### src/rtl/cordic_trig_16bit.sv
// cordic_trig_16bit
//   Iterative rotation-mode CORDIC producing cos/sin of a 16-bit binary angle
//   (0..65535 maps to 0..2*pi). One shift-add micro-rotation per clock.
//   A computation launches from IDLE on start, on any change of angle versus
//   the last captured angle, or when no valid result exists yet (after reset).
//
//   Ports:
//     clk     rising-edge clock
//     rst     synchronous active-high reset
//     start   force a recompute of the current angle (accepted while ready=1)
//     angle   unsigned binary angle, 16384 = 90 deg, 32768 = 180 deg
//     cosine  signed Q16.16 cos(angle), 0x00010000 = 1.0
//     sine    signed Q16.16 sin(angle)
//     done    one-cycle pulse in the cycle cosine/sine take a new value
//     ready   high while IDLE
//
//   Optional build macro CORDIC_CLAMP_EN: clamp each output to [-1.0, +1.0]
//   before it is registered. Latency is unchanged.
module cordic_trig_16bit #(
  parameter int unsigned ITERATIONS = 16
) (
  input  logic               clk,
  input  logic               rst,
  input  logic               start,
  input  logic [15:0]        angle,
  output logic signed [31:0] cosine,
  output logic signed [31:0] sine,
  output logic               done,
  output logic               ready
);

  typedef enum logic [1:0] {IDLE, RUN, DONE} state_t;

  localparam logic [4:0]         LAST_ITER = 5'(ITERATIONS - 1);
  localparam logic signed [31:0] K_INIT    = 32'sd39797;
  localparam logic signed [31:0] ONE       = 32'sh0001_0000;

  state_t             state, state_nxt;
  logic               launch;
  logic [15:0]        last_angle;
  logic               valid;
  logic signed [31:0] x, y, z;
  logic [4:0]         iter;
  logic [1:0]         quad_r;

  logic [1:0]         quad;
  logic [15:0]        resid;
  logic signed [31:0] x_sh, y_sh, atan_i;
  logic signed [31:0] x_nxt, y_nxt, z_nxt;
  logic signed [31:0] map_c, map_s;

  // round(atan(2^-i) / (2*pi) * 2^32)
  function automatic logic signed [31:0] atan_tab(input logic [4:0] idx);
    case (idx)
      5'd0:    atan_tab = 32'sh2000_0000;
      5'd1:    atan_tab = 32'sh12E4_051E;
      5'd2:    atan_tab = 32'sh09FB_385B;
      5'd3:    atan_tab = 32'sh0511_11D4;
      5'd4:    atan_tab = 32'sh028B_0D43;
      5'd5:    atan_tab = 32'sh0145_D7E1;
      5'd6:    atan_tab = 32'sh00A2_F61E;
      5'd7:    atan_tab = 32'sh0051_7C55;
      5'd8:    atan_tab = 32'sh0028_BE53;
      5'd9:    atan_tab = 32'sh0014_5F2F;
      5'd10:   atan_tab = 32'sh000A_2F98;
      5'd11:   atan_tab = 32'sh0005_17CC;
      5'd12:   atan_tab = 32'sh0002_8BE6;
      5'd13:   atan_tab = 32'sh0001_45F3;
      5'd14:   atan_tab = 32'sh0000_A2FA;
      5'd15:   atan_tab = 32'sh0000_517D;
      default: atan_tab = '0;
    endcase
  endfunction

`ifdef CORDIC_CLAMP_EN
  function automatic logic signed [31:0] clamp1(input logic signed [31:0] v);
    if (v > ONE)       clamp1 = ONE;
    else if (v < -ONE) clamp1 = -ONE;
    else               clamp1 = v;
  endfunction
`endif

  // Quadrant and residual. (angle + 8192) >> 14 is formed as angle[15:14]
  // plus the carry out of bit 13, so no unused sum bits are produced.
  always_comb begin
    quad  = angle[15:14] + 2'(angle[13]);
    resid = angle - {quad, 14'd0};
  end

  // Next-state and handshake.
  always_comb begin
    state_nxt = state;
    ready     = 1'b0;
    launch    = 1'b0;
    case (state)
      IDLE: begin
        ready = 1'b1;
        if (start || (angle != last_angle) || !valid) begin
          launch    = 1'b1;
          state_nxt = RUN;
        end
      end
      RUN:     if (iter == LAST_ITER) state_nxt = DONE;
      DONE:    state_nxt = IDLE;
      default: state_nxt = IDLE;
    endcase
  end

  // One micro-rotation; direction follows the sign of the residual angle.
  always_comb begin
    x_sh   = x >>> iter;
    y_sh   = y >>> iter;
    atan_i = atan_tab(iter);
    if (z[31]) begin
      x_nxt = x + y_sh;
      y_nxt = y - x_sh;
      z_nxt = z + atan_i;
    end else begin
      x_nxt = x - y_sh;
      y_nxt = y + x_sh;
      z_nxt = z - atan_i;
    end
  end

  // Quadrant map back to the full circle.
  always_comb begin
    map_c = x;
    map_s = y;
    case (quad_r)
      2'd0: begin map_c = x;  map_s = y;  end
      2'd1: begin map_c = -y; map_s = x;  end
      2'd2: begin map_c = -x; map_s = -y; end
      2'd3: begin map_c = y;  map_s = -x; end
      default: ;
    endcase
  end

  always_ff @(posedge clk) begin
    if (rst) begin
      state      <= IDLE;
      cosine     <= '0;
      sine       <= '0;
      done       <= 1'b0;
      last_angle <= '0;
      valid      <= 1'b0;
      x          <= '0;
      y          <= '0;
      z          <= '0;
      iter       <= '0;
      quad_r     <= '0;
    end else begin
      state <= state_nxt;
      done  <= 1'b0;
      if (launch) begin
        last_angle <= angle;
        quad_r     <= quad;
        x          <= K_INIT;
        y          <= '0;
        z          <= {resid, 16'h0000};
        iter       <= '0;
      end
      if (state == RUN) begin
        x    <= x_nxt;
        y    <= y_nxt;
        z    <= z_nxt;
        iter <= iter + 5'd1;
      end
      if (state == DONE) begin
`ifdef CORDIC_CLAMP_EN
        cosine <= clamp1(map_c);
        sine   <= clamp1(map_s);
`else
        cosine <= map_c;
        sine   <= map_s;
`endif
        done   <= 1'b1;
        valid  <= 1'b1;
      end
    end
  end

endmodule

### config.mk
export PLATFORM = sky130hd
export DESIGN_NAME = cordic_trig_16bit
export DESIGN_NICKNAME = d
export VERILOG_FILES = /design/src/rtl/cordic_trig_16bit.sv
export SDC_FILE = /design/constraint.sdc
export NUM_CORES = 1
export LEC_CHECK = 0
export BUFFER_PORTS_ARGS = -buffer_cell sky130_fd_sc_hd__buf_2
export CAP_MARGIN = 20
export CORE_ASPECT_RATIO = 1.25
export CORE_UTILIZATION = 58
export CTS_CLUSTER_DIAMETER = 50
export DETAILED_ROUTE_END_ITERATION = 6
export PLACE_DENSITY = 0.87
export SYNTH_ARGS = -nofsm -noshare
export SYNTH_HDL_FRONTEND = slang
export SYNTH_SLANG_ARGS = --single-unit
### constraint.sdc
create_clock -name clk -period 6.77 [get_ports clk]
set_clock_uncertainty 0.2 [all_clocks]
set_input_delay 1.0155 -clock clk [delete_from_list [all_inputs] [get_ports clk]]
set_output_delay 1.0155 -clock clk [all_outputs]
set_load 0.005 [all_outputs]
Word-level counts from Yosys, hierarchy flattened
Memories as Yosys holds them, arrays and structs flattened. A register that Yosys moved wholly into a read port is not among the register bits.
Cells that the tools add are included.
{"block": "word_totals", "in_bits": 19, "output_inout_bits": 66, "mem_count": 1, "rom_bits": 480, "reg_bits": 187, "wordCells": 64}
{"block": "op_classes", "mux": 23, "n_addsub": 11, "eq_ne": 9, "shift": 2, "reduce_logical": 7}
{"memory": "(name not given)", "depth": 16, "width": 30, "read_ports": 1, "rd_clocked_by_memory_dff": 1, "wr": 0, "line_no": "54", "text": "case (idx)"}
{"cell": "$mux W32", "n": 10}
{"cell": "$pmux W32 S4", "n": 2}
{"cell": "$add A32 B32 Y32", "n": 3}
{"cell": "$sub A32 B32 Y32", "n": 3}
{"cell": "$neg A32 Y32", "n": 2}
{"cell": "$sshr A32 B5 Y32", "n": 2}
{"cell": "$ne A16 B16 Y1", "n": 1}
{"cell": "$sub A16 B16 Y16", "n": 1}
{"cell": "$mux W5", "n": 2}
{"cell": "$mux W4", "n": 2}
{"cell": "$eq A2 B2 Y1 const B", "n": 3}
{"cell": "$add A5 B1 Y5 const B", "n": 1}
{"cell": "$eq A5 B4 Y1 const B", "n": 1}
{"cell": "$eq A2 B1 Y1 const B", "n": 2}
{"cell": "$logic_not A2 Y1", "n": 2}
{"cell": "$mux W1", "n": 4}
{"cell": "$mux W2", "n": 2}
{"cell": "$ne A2 B2 Y1 const B", "n": 2}
{"cell": "$pmux W2 S2", "n": 1}
{"cell": "$add A2 B1 Y2", "n": 1}
{"cell": "$logic_or A1 B1 Y1", "n": 2}
{"cell": "$reduce_and A2 Y1", "n": 1}
{"cell": "$reduce_bool A2 Y1", "n": 1}
{"cell": "$logic_not A1 Y1", "n": 1}

Longest topological paths before layout
Gate-level depths: netlist of the first run.
{"block": "depth", "depth_word": 9, "mapped_depth": 31, "mapped_depth_nobuf": 25}

Worst setup path after synthesis of the first run
No wires, ideal clock.
{"block": "synth_timing", "kind": "register -> register", "from": "register iter[4]", "to": "register z[31]", "t_required_ns": 6.438, "setup_slack_ns": 0.438, "n_path_buf": 8, "setup_ns": 0.132, "synth_period_minus_slack_ns": 6.332, "arrival_ns": 6.000, "path_stages_with_launch": 29, "path_cell_list": "dfxtp_1 clkbuf_8 clkbuf_8 clkbuf_8 clkbuf_1 buf_1 buf_6 clkbuf_1 clkbuf_1 nor2b_1 inv_1 ha_1 o21a_1 o21ai_0 or2_2 nor3_1 nor2_1 nor2_1 a311oi_1 ha_1 a21o_1 o21ai_0 a211oi_1 o21a_1 o41ai_1 o211ai_1 a21oi_1 mux2i_1 nor4_1"}
{"block": "synth_via", "elab_chain_len": 4, "word_cells_on_any_way": 5, "classes_between": "add/sub (2); mux (3)"}
{"element": "start: declaration", "line_no": "43", "text": "logic [4:0] iter;"}
{"element": "start signal: assignment", "line_no": "166", "text": "iter <= iter + 5'd1;"}
{"element": "$mux W32 (*)", "line_no": "54"}
{"element": "$sub A32 B32 Y32 / $add A32 B32 Y32 (equally long branches)", "line_no": "121, 117"}
{"element": "$mux W32 (*)", "line_no": "114", "text": "if (z[31]) begin"}
{"element": "$mux W32 (*)", "line_no": "162", "text": "if (state == RUN) begin"}
{"element": "end signal: assignment", "line_no": "159", "text": "z <= {resid, 16'h0000};"}
{"element": "end signal: assignment", "line_no": "165", "text": "z <= z_nxt;"}
{"element": "end: declaration", "line_no": "42", "text": "logic signed [31:0] x, y, z;"}
Mark *: on every way between the ends. The rest lies on a longest branch, timed or not.
A chain may end at the register's enable or synchronous reset.

Worst setup path in the final report of the first run
{"block": "layout_timing", "from": "register iter[0]", "to": "register x[31]"}
{"block": "layout_via", "elab_chain_len": 4, "word_cells_on_any_way": 5, "classes_between": "add/sub (2); shift (1); mux (2)"}
{"element": "$sshr A32 B5 Y32 (*)", "line_no": "112", "text": "y_sh = y >>> iter;"}
{"element": "$sub A32 B32 Y32 / $add A32 B32 Y32 (equally long branches)", "line_no": "119, 115"}
{"element": "$mux W32 (*)", "line_no": "114"}
{"element": "$mux W32 (*)", "line_no": "162"}
{"element": "end signal: assignment", "line_no": "163", "text": "x <= x_nxt;"}
{"element": "end: declaration", "line_no": "42"}
Marked as above.

==> insert_results.sql, run 1 <==
INSERT INTO impl_metrics (metric_group, metric, value, unit) VALUES
('cells_and_area', 'layout_common_cells', 'sky130_fd_sc_hd__nand2_1 (305), sky130_fd_sc_hd__nor2_1 (303), sky130_fd_sc_hd__a21oi_1 (268), sky130_fd_sc_hd__dfxtp_1 (209), sky130_fd_sc_hd__o21ai_0 (168)', ''),
('logic_synthesis', 'mappedNetlistArea', '0.02210', 'mm^2'),
('timing', 'min_period', '6.505', 'ns'),
('timing', 'slew_headroom', '30.55', '%'),
('floorplanning', 'die-width', '176.6', 'um'),
('setup_path', 'cp_data_arrival_time', '6.84', 'ns'),
('logic_synthesis', 'synth-warning-count', '0', ''),
('floorplanning', 'floorplan.initialDensity', '59.14', '%'),
('clock_tree', 'clock_tree.htree_level_count', '1', ''),
('global_route', 'first_global_vias', '22300', ''),
('cells_and_area', 'instances_no_fill', '3416', ''),
('setup_path', 'critical-path-top-cell-by-count', 'sky130_fd_sc_hd__a21oi_1', ''),
('detailed_routing', 'drt-total-wl', '88180', 'um'),
('logic_synthesis', 'post_synth_edffs', '0', ''),
('detailed_routing', 'average_wire_per_standard_cell', '25.81', 'um'),
('timing', 'period_share', '96.08', '%'),
('timing', 'final.setup.tns', '0', 'ns'),
('timing', 'report.final.slew_viol_count', '0', ''),
('placed_design', 'post-place-cells', '3356', ''),
('placed_design', 'dp_worst_setup_slack', '0.1069', 'ns'),
('global_route', 'pin_count_of_the_biggest_net_entering_global_routing', '99', ''),
('detailed_routing', 'vias', '23780', ''),
('floorplanning', 'floorplan.io_pins', '85', ''),
('timing', 'fin_ws', '0.2654', 'ns'),
('timing', 'timing_worst_slew_pin_value', '1.035', 'ns'),
('min_path', 'timing.hold.worst.class', 'reg -> reg', ''),
('setup_path', 'cp_cell_sequence', 'buf_12, mux4_1, mux2i_1, o22ai_1, a21oi_1, nand2_1, or4_4, nor2_1, and2_1, a21oi_1, nor2_1, xnor2_1, ha_1, a21o_1, a21oi_1, nor2b_1, o21ai_0, nand2b_1, a21oi_1, o21ai_0, a41oi_1, a21oi_1, or4b_1, o211ai_2', ''),
('cells_and_area', 'layout.core_utilization', '64.66', '%'),
('detailed_routing', 'post-route-drc-count', '0', ''),
('timing', 'finalHoldWorstSlack', '0.2498', 'ns'),
('pwr', 'totalPowerFinal', '10.67', 'mW'),
('detailed_routing', 'avgViaCountPerCell', '6.961', ''),
('setup_path', 'start_kind', 'flip-flop', ''),
('setup_path', 'critical_path.endpoint_type', 'flip-flop', ''),
('placed_design', 'io_buffers', '84', ''),
('cells_and_area', 'post_route_cells_drive_above_1_share', '14.44', '%'),
('placed_design', 'finalWeightedCongestion', '1.049', ''),
('logic_synthesis', 'synth_sequential_area_ratio', '19.66', '%'),
('setup_path', 'reg2reg_slack', '0.27', 'ns'),
('timing', 'final-hold-violation-count', '0', ''),
('setup_path', 'crit_start', 'iter[0]$_SDFFE_PP0N_', ''),
('floorplanning', 'die_h', '220.2', 'um'),
('outcome', 'result_of_the_run', 'finished, final reports clean', ''),
('cells_and_area', 'nets', '3040', ''),
('logic_synthesis', 'async_set_or_reset_flop_fraction_in_the_synthesized_netlist', '0', '%'),
('logic_synthesis', 'ys.flop_type', 'sky130_fd_sc_hd__dfxtp_1', ''),
('clock_tree', 'cts_root_buf', 'sky130_fd_sc_hd__clkbuf_16', ''),
('min_path', 'hold_path.startpoint', 'sine[6]$_SDFFE_PP0P_', ''),
('clock_tree', 'cts.path.max_buffers', '3', ''),
('setup_path', 'timing.rr.start', 'iter[0]$_SDFFE_PP0N_', ''),
('job', 'cap_violations', '0', ''),
('cells_and_area', 'mostFrequentLayoutCell', 'sky130_fd_sc_hd__nand2_1', ''),
('global_route', 'grt_util_overall', '44.05', '%'),
('setup_path', 'worst_path_max_delay_cell', 'sky130_fd_sc_hd__mux4_1', ''),
('detailed_routing', 'first_drt_pass_iteration_count', '6', ''),
('setup_path', 'setup.worst_path.class', 'reg -> reg', ''),
('detailed_routing', 'final_antenna_net_count', '0', ''),
('placed_design', 'placed_cell_area', '0.02302', 'mm^2'),
('global_route', 'remaining_global_route_overflow', '0', ''),
('setup_path', 'critical_path_peak_fanout', '20', ''),
('cells_and_area', 'final_cell_area', '0.02416', 'mm^2'),
('clock_tree', 'tritoncts', 'yes', ''),
('pwr', 'peak_vdd_ir', '0.2921', 'mV'),
('detailed_routing', 'initialDrtViolationCount', '2653', ''),
('timing', 'max_freq', '0.1537', 'GHz'),
('clock_tree', 'clkSlewWorstSetupHoldPaths', '0.06', 'ns'),
('cells_and_area', 'num-fill-cells', '3200', ''),
('logic_synthesis', 'syn_avg_cell_area', '7.646', 'um^2'),
('clock_tree', 'clock_sinks', '217', ''),
('clock_tree', 'tritoncts.num_buffers', '29', ''),
('logic_synthesis', 'yosys_register_bits', '217', '');
## power breakdown
group	total, mW	switching [mW]	internal [mW]
Clock	1.69	0.688	1.00
Sequential	1.94	0.473	1.46
Combinational	7.05	4.10	2.96
## worst max-delay path: cells and delay by family (launching register included)
kind,cells,cell delay (ns)
adders and majority gates,1,0.33
buffers and inverters,1,0.22
and+or+nand+nor,8,2.01
xor gates and xnor gates,1,0.15
DFF,1,0.50
AOI/OAI and AO/OA,11,1.82
muxes,2,1.21
## worst paths after layout
path | endpoint | cells after the start
hold reg to reg | sine[6]$_SDFFE_PP0P_ | 2
setup reg to reg | x[31]$_SDFFE_PP0N_ | 24
setup / recovery | x[31]$_SDFFE_PP0N_ | 24
hold / removal | sine[6]$_SDFFE_PP0P_ | 2
## logic make-up (layout without fill, tap and decap cells)
logic type / Yosys count / count (layout) / synth area share (%)
AO/OA/AOI/OAI: 903 / 903 / 26.22
XOR/XNOR: 219 / 219 / 8.680
adder cells (fa/ha/maj): 115 / 115 / 6.613
buffers and inverters: 300 / 339 / 6.585
flip-flops: 217 / 217 / 19.66
multiplexers: 179 / 179 / 12.11
other: 0 / 1 / 0
AND/OR/NAND/NOR: 957 / 957 / 20.14
## timing repair
action | 4_1_cts | 5_1_grt
setup buffers | 0 | 4
gates resized for setup | 0 | 1
endpoints found under the setup margin | 0 | 7
## layout make-up
class / count / area (um^2) / area share [%]
antenna: 1 / 2.502 / 0.01036
clock buffer: 33 / 780.7 / 3.232
sequential: 217 / 4364 / 18.06
clock inverter: 21 / 277.8 / 1.150
tap: 486 / 608.1 / 2.517
timing repair buffer: 219 / 1546 / 6.401
multi-input combinational: 2373 / 16330 / 67.60
inverter: 66 / 247.7 / 1.025
## metal layers
| metal | vias to the layer above | wire, um | part of all wire [%] | global-route usage [%] |
|---|---|---|---|---|
| met4 | 0 | 7925 | 9.0 | 34.94 |
| met1 | 11230 | 31110 | 35 | 48.83 |
| met3 | 457 | 8201 | 9.3 | 8.832 |
| li1 | 10610 | - | - | - |
| met2 | 1484 | 40940 | 46 | 73.70 |
| met5 | - | 0 | 0 | 0 |
## cell usage after synthesis (41+ instances only)
cell / n / area, um^2
sky130_fd_sc_hd__ha_1: 112 / 1401
sky130_fd_sc_hd__xnor2_1: 131 / 1147
sky130_fd_sc_hd__a21o_1: 60 / 450.4
sky130_fd_sc_hd__nand2_1: 305 / 1145
sky130_fd_sc_hd__a211oi_1: 53 / 397.9
sky130_fd_sc_hd__o21ai_0: 170 / 850.8
sky130_fd_sc_hd__o211ai_1: 41 / 307.8
sky130_fd_sc_hd__inv_1: 61 / 229.0
sky130_fd_sc_hd__mux2i_1: 79 / 790.8
sky130_fd_sc_hd__clkbuf_1: 156 / 585.6
sky130_fd_sc_hd__nor3_1: 59 / 295.3
sky130_fd_sc_hd__dfxtp_1: 217 / 4344
sky130_fd_sc_hd__nor2_1: 305 / 1145
sky130_fd_sc_hd__a21oi_1: 268 / 1341
sky130_fd_sc_hd__mux4_2: 50 / 1126
sky130_fd_sc_hd__nand3_1: 64 / 320.3
sky130_fd_sc_hd__a22oi_1: 52 / 390.4
sky130_fd_sc_hd__xor2_1: 88 / 770.7
sky130_fd_sc_hd__a31oi_1: 45 / 281.5
No activity file was read; power rests on OpenSTA's default activity.
==> inputs of run 2 (changes only) <==
Settings changed: CORE_ASPECT_RATIO 1.25 to 1.1.
==> insert_results.sql, run 2 (synthesis results as in run 1) <==
INSERT INTO impl_metrics (metric_group, metric, value, unit) VALUES
('outcome', 'result_of_the_run', 'finished, violations left', ''),
('outcome', 'violations', 'design-rule violations', ''),
('setup_path', 'critical_path.endpoint_type', 'flip-flop', ''),
('floorplanning', 'floorplan.rows', '74', ''),
('detailed_routing', 'final_antenna_net_count', '0', ''),
('clock_tree', 'clock_tree.htree_level_count', '1', ''),
('pwr', 'power_leakage', '9.892', 'nW'),
('cells_and_area', 'layout.core_utilization', '64.82', '%'),
('timing', 'timing_worst_slew_pin_value', '1.069', 'ns'),
('detailed_routing', 'vias', '23810', ''),
('global_route', 'grt_util_overall', '43.09', '%'),
('setup_path', 'critical_path_buf_inv_count', '4', ''),
('timing', 'min_period', '6.412', 'ns'),
('detailed_routing', 'initialDrtViolationCount', '2786', ''),
('detailed_routing', 'post-route-drc-count', '7', ''),
('cells_and_area', 'mostFrequentLayoutCell', 'sky130_fd_sc_hd__nand2_1', ''),
('placed_design', 'dp_worst_setup_slack', '0.2504', 'ns'),
('cells_and_area', 'final_cell_area', '0.02419', 'mm^2'),
('floorplanning', 'die_area', '0.03888', 'mm^2'),
('floorplanning', 'floorplan.initialDensity', '59.22', '%'),
('cells_and_area', 'nets', '3037', ''),
('setup_path', 'reg2reg_slack', '0.36', 'ns'),
('timing', 'slew_headroom', '28.57', '%'),
('clock_tree', 'tritoncts.num_buffers', '31', ''),
('clock_tree', 'ctsHoldBuffers', '0', ''),
('floorplanning', 'floorplan.io_pins', '85', ''),
('setup_path', 'worstPathRequired', '7.12', 'ns'),
('clock_tree', 'tritoncts', 'yes', ''),
('global_route', 'pin_count_of_the_biggest_net_entering_global_routing', '112', ''),
('clock_tree', 'clock_insertion_delay_worst_skew', '0.62', 'ns'),
('timing', 'max_freq', '0.1559', 'GHz'),
('placed_design', 'io_buffers', '84', ''),
('timing', 'report.final.slew_viol_count', '0', ''),
('floorplanning', 'die_h', '206.7', 'um'),
('cells_and_area', 'layout_common_cells', 'sky130_fd_sc_hd__nand2_1 (305), sky130_fd_sc_hd__nor2_1 (301), sky130_fd_sc_hd__a21oi_1 (268), sky130_fd_sc_hd__dfxtp_1 (209), sky130_fd_sc_hd__o21ai_0 (168)', ''),
('detailed_routing', 'first_drt_pass_iteration_count', '7', ''),
('placed_design', 'finalWeightedCongestion', '1.104', ''),
('setup_path', 'critical_path_peak_fanout', '25', ''),
('timing', 'fin_ws', '0.3576', 'ns'),
('placed_design', 'placed_cell_area', '0.02299', 'mm^2'),
('cells_and_area', 'multi_input_area', '0.01636', 'mm^2'),
('setup_path', 'worst_path_top_cell_family_by_delay', 'compound AO/OA/AOI/OAI gates', ''),
('setup_path', 'cp_data_arrival_time', '6.76', 'ns'),
('timing', 'setup_violations', '0', ''),
('detailed_routing', 'average_wire_per_standard_cell', '25.12', 'um'),
('setup_path', 'cp_cell_sequence', 'buf_4, mux2_2, o211ai_1, a21oi_1, or2_2, a21oi_1, ha_1, nor2_1, a21oi_1, inv_1, fa_1, nor2b_1, o21ai_0, a21oi_1, o41ai_1, o21ai_0, a311oi_1, buf_4, o31a_1, o21ai_0, buf_4, xor2_1, a22oi_1, nor2_1', ''),
('pwr', 'totalPowerFinal', '10.72', 'mW'),
('cells_and_area', 'instances_no_fill', '3422', ''),
('timing', 'final.setup.tns', '0', 'ns'),
('setup_path', 'critical-path-max-stage-delay', '0.62', 'ns'),
('cells_and_area', 'num-fill-cells', '3176', ''),
('timing', 'period_share', '94.72', '%'),
('cells_and_area', 'post_route_cells_drive_above_1_share', '14.62', '%'),
('global_route', 'first_global_vias', '22440', ''),
('floorplanning', 'die-width', '188.1', 'um'),
('global_route', 'number_of_antenna_violations_at_the_first_check_in_global_routing', '3', ''),
('job', 'cap_violations', '0', ''),
('floorplanning', 'core-area', '0.03731', 'mm^2'),
('setup_path', 'critical-path-top-cell-by-count', 'sky130_fd_sc_hd__a21oi_1', ''),
('detailed_routing', 'drt-total-wl', '85940', 'um'),
('setup_path', 'setup.worst_path.class', 'reg -> reg', ''),
('global_route', 'grt_pass1_wl', '129900', 'um'),
('timing', 'rsz0062_at_grt', 'true', ''),
('cells_and_area', 'antenna-diode-count', '0', ''),
('timing', 'final-hold-violation-count', '0', ''),
('placed_design', 'hpwlAfterDp', '63220', 'um'),
('clock_tree', 'cts_root_buf', 'sky130_fd_sc_hd__clkbuf_16', ''),
('setup_path', 'start_kind', 'flip-flop', ''),
('placed_design', 'post-place-cells', '3362', ''),
('cells_and_area', 'seq_area', '0.004364', 'mm^2'),
('global_route', 'remaining_global_route_overflow', '0', ''),
('setup_path', 'worst_path_max_delay_cell', 'sky130_fd_sc_hd__dfxtp_4', ''),
('pwr', 'power.density_cell_area', '443.3', 'mW/mm^2'),
('clock_tree', 'clkSlewWorstSetupHoldPaths', '0.06', 'ns'),
('pwr', 'peak_vdd_ir', '0.3156', 'mV'),
('cells_and_area', 'area_delta_synth_final', '9.450', '%'),
('clock_tree', 'cts.path.max_buffers', '3', ''),
('detailed_routing', 'avgViaCountPerCell', '6.958', ''),
('timing', 'finalHoldWorstSlack', '0.2507', 'ns'),
('clock_tree', 'clock_sinks', '217', ''),
('min_path', 'timing.hold.worst.class', 'reg -> reg', '');
[run 2: changes by cell type in the layout (fill, tap and decap cells not counted), moves of 2 or more]
| cell | previous run | this run |
|---|---|---|
| sky130_fd_sc_hd__clkbuf_16 | 29 | 33 |
| sky130_fd_sc_hd__inv_6 | 2 | 5 |
| sky130_fd_sc_hd__clkbuf_8 | 4 | 7 |
| sky130_fd_sc_hd__nor2_1 | 303 | 301 |
| sky130_fd_sc_hd__nor2_2 | 3 | 5 |
| sky130_fd_sc_hd__bufinv_16 | 4 | 2 |
| sky130_fd_sc_hd__buf_12 | 6 | 3 |
[run 2: power breakdown]
part	internal [mW]	switching, mW	total, mW
combinational	2.97	4.06	7.02
clock	1.05	0.707	1.76
sequential	1.46	0.476	1.94
total	5.48	5.24	10.7
[run 2: cell type report]
type / instances / share of cell area, %
Tap cell: 494 / 2.556
Multi-Input combinational cell: 2373 / 67.65
Clock buffer: 40 / 3.813
Timing Repair Buffer: 214 / 6.068
Sequential cell: 217 / 18.04
Clock inverter: 18 / 0.8484
Inverter: 66 / 1.024
[run 2: worst reg2reg max path: stages (launching register included)]
cell and delay, ns:
sky130_fd_sc_hd__dfxtp_4 0.62, sky130_fd_sc_hd__buf_4 0.29, sky130_fd_sc_hd__mux2_2 0.37, sky130_fd_sc_hd__o211ai_1 0.29
sky130_fd_sc_hd__a21oi_1 0.14, sky130_fd_sc_hd__or2_2 0.39, sky130_fd_sc_hd__a21oi_1 0.27, sky130_fd_sc_hd__ha_1 0.18
sky130_fd_sc_hd__nor2_1 0.04, sky130_fd_sc_hd__a21oi_1 0.29, sky130_fd_sc_hd__inv_1 0.12, sky130_fd_sc_hd__fa_1 0.44
sky130_fd_sc_hd__nor2b_1 0.12, sky130_fd_sc_hd__o21ai_0 0.11, sky130_fd_sc_hd__a21oi_1 0.30, sky130_fd_sc_hd__o41ai_1 0.16
sky130_fd_sc_hd__o21ai_0 0.48, sky130_fd_sc_hd__a311oi_1 0.18, sky130_fd_sc_hd__buf_4 0.19, sky130_fd_sc_hd__o31a_1 0.32
sky130_fd_sc_hd__o21ai_0 0.33, sky130_fd_sc_hd__buf_4 0.18, sky130_fd_sc_hd__xor2_1 0.14, sky130_fd_sc_hd__a22oi_1 0.09
sky130_fd_sc_hd__nor2_1 0.13
[run 2: path summary, 6_finish.rpt]
| check | start | endpoint | depth (start not counted) |
|---|---|---|---|
| worst min register to register | sine[27]$_SDFFE_PP0P_ | sine[27]$_SDFFE_PP0P_ | 2 |
| worst max register to register | iter[0]$_SDFFE_PP0N_ | x[26]$_SDFFE_PP0N_ | 24 |
| worst max-delay path | iter[0]$_SDFFE_PP0N_ | x[26]$_SDFFE_PP0N_ | 24 |
| worst min-delay path | sine[27]$_SDFFE_PP0P_ | sine[27]$_SDFFE_PP0P_ | 2 |
[run 2: timing repair]
| action | 4_1_cts | 5_1_grt |
|---|---|---|
| setup endpoints to repair | 0 | 9 |
| gates resized for setup | 0 | 7 |
| buffers inserted | 0 | 1 |
[run 2: layer usage]
| metal | part of all wire [%] | global-route usage, % | vias to the layer above |
|---|---|---|---|
| met2 | 45 | 70.47 | 1580 |
| met3 | 11 | 9.941 | 443 |
| li1 | - | - | 10600 |
| met4 | 8.1 | 30.66 | 2 |
| met1 | 36 | 50.04 | 11190 |
| met5 | 0.017 | 0 | - |
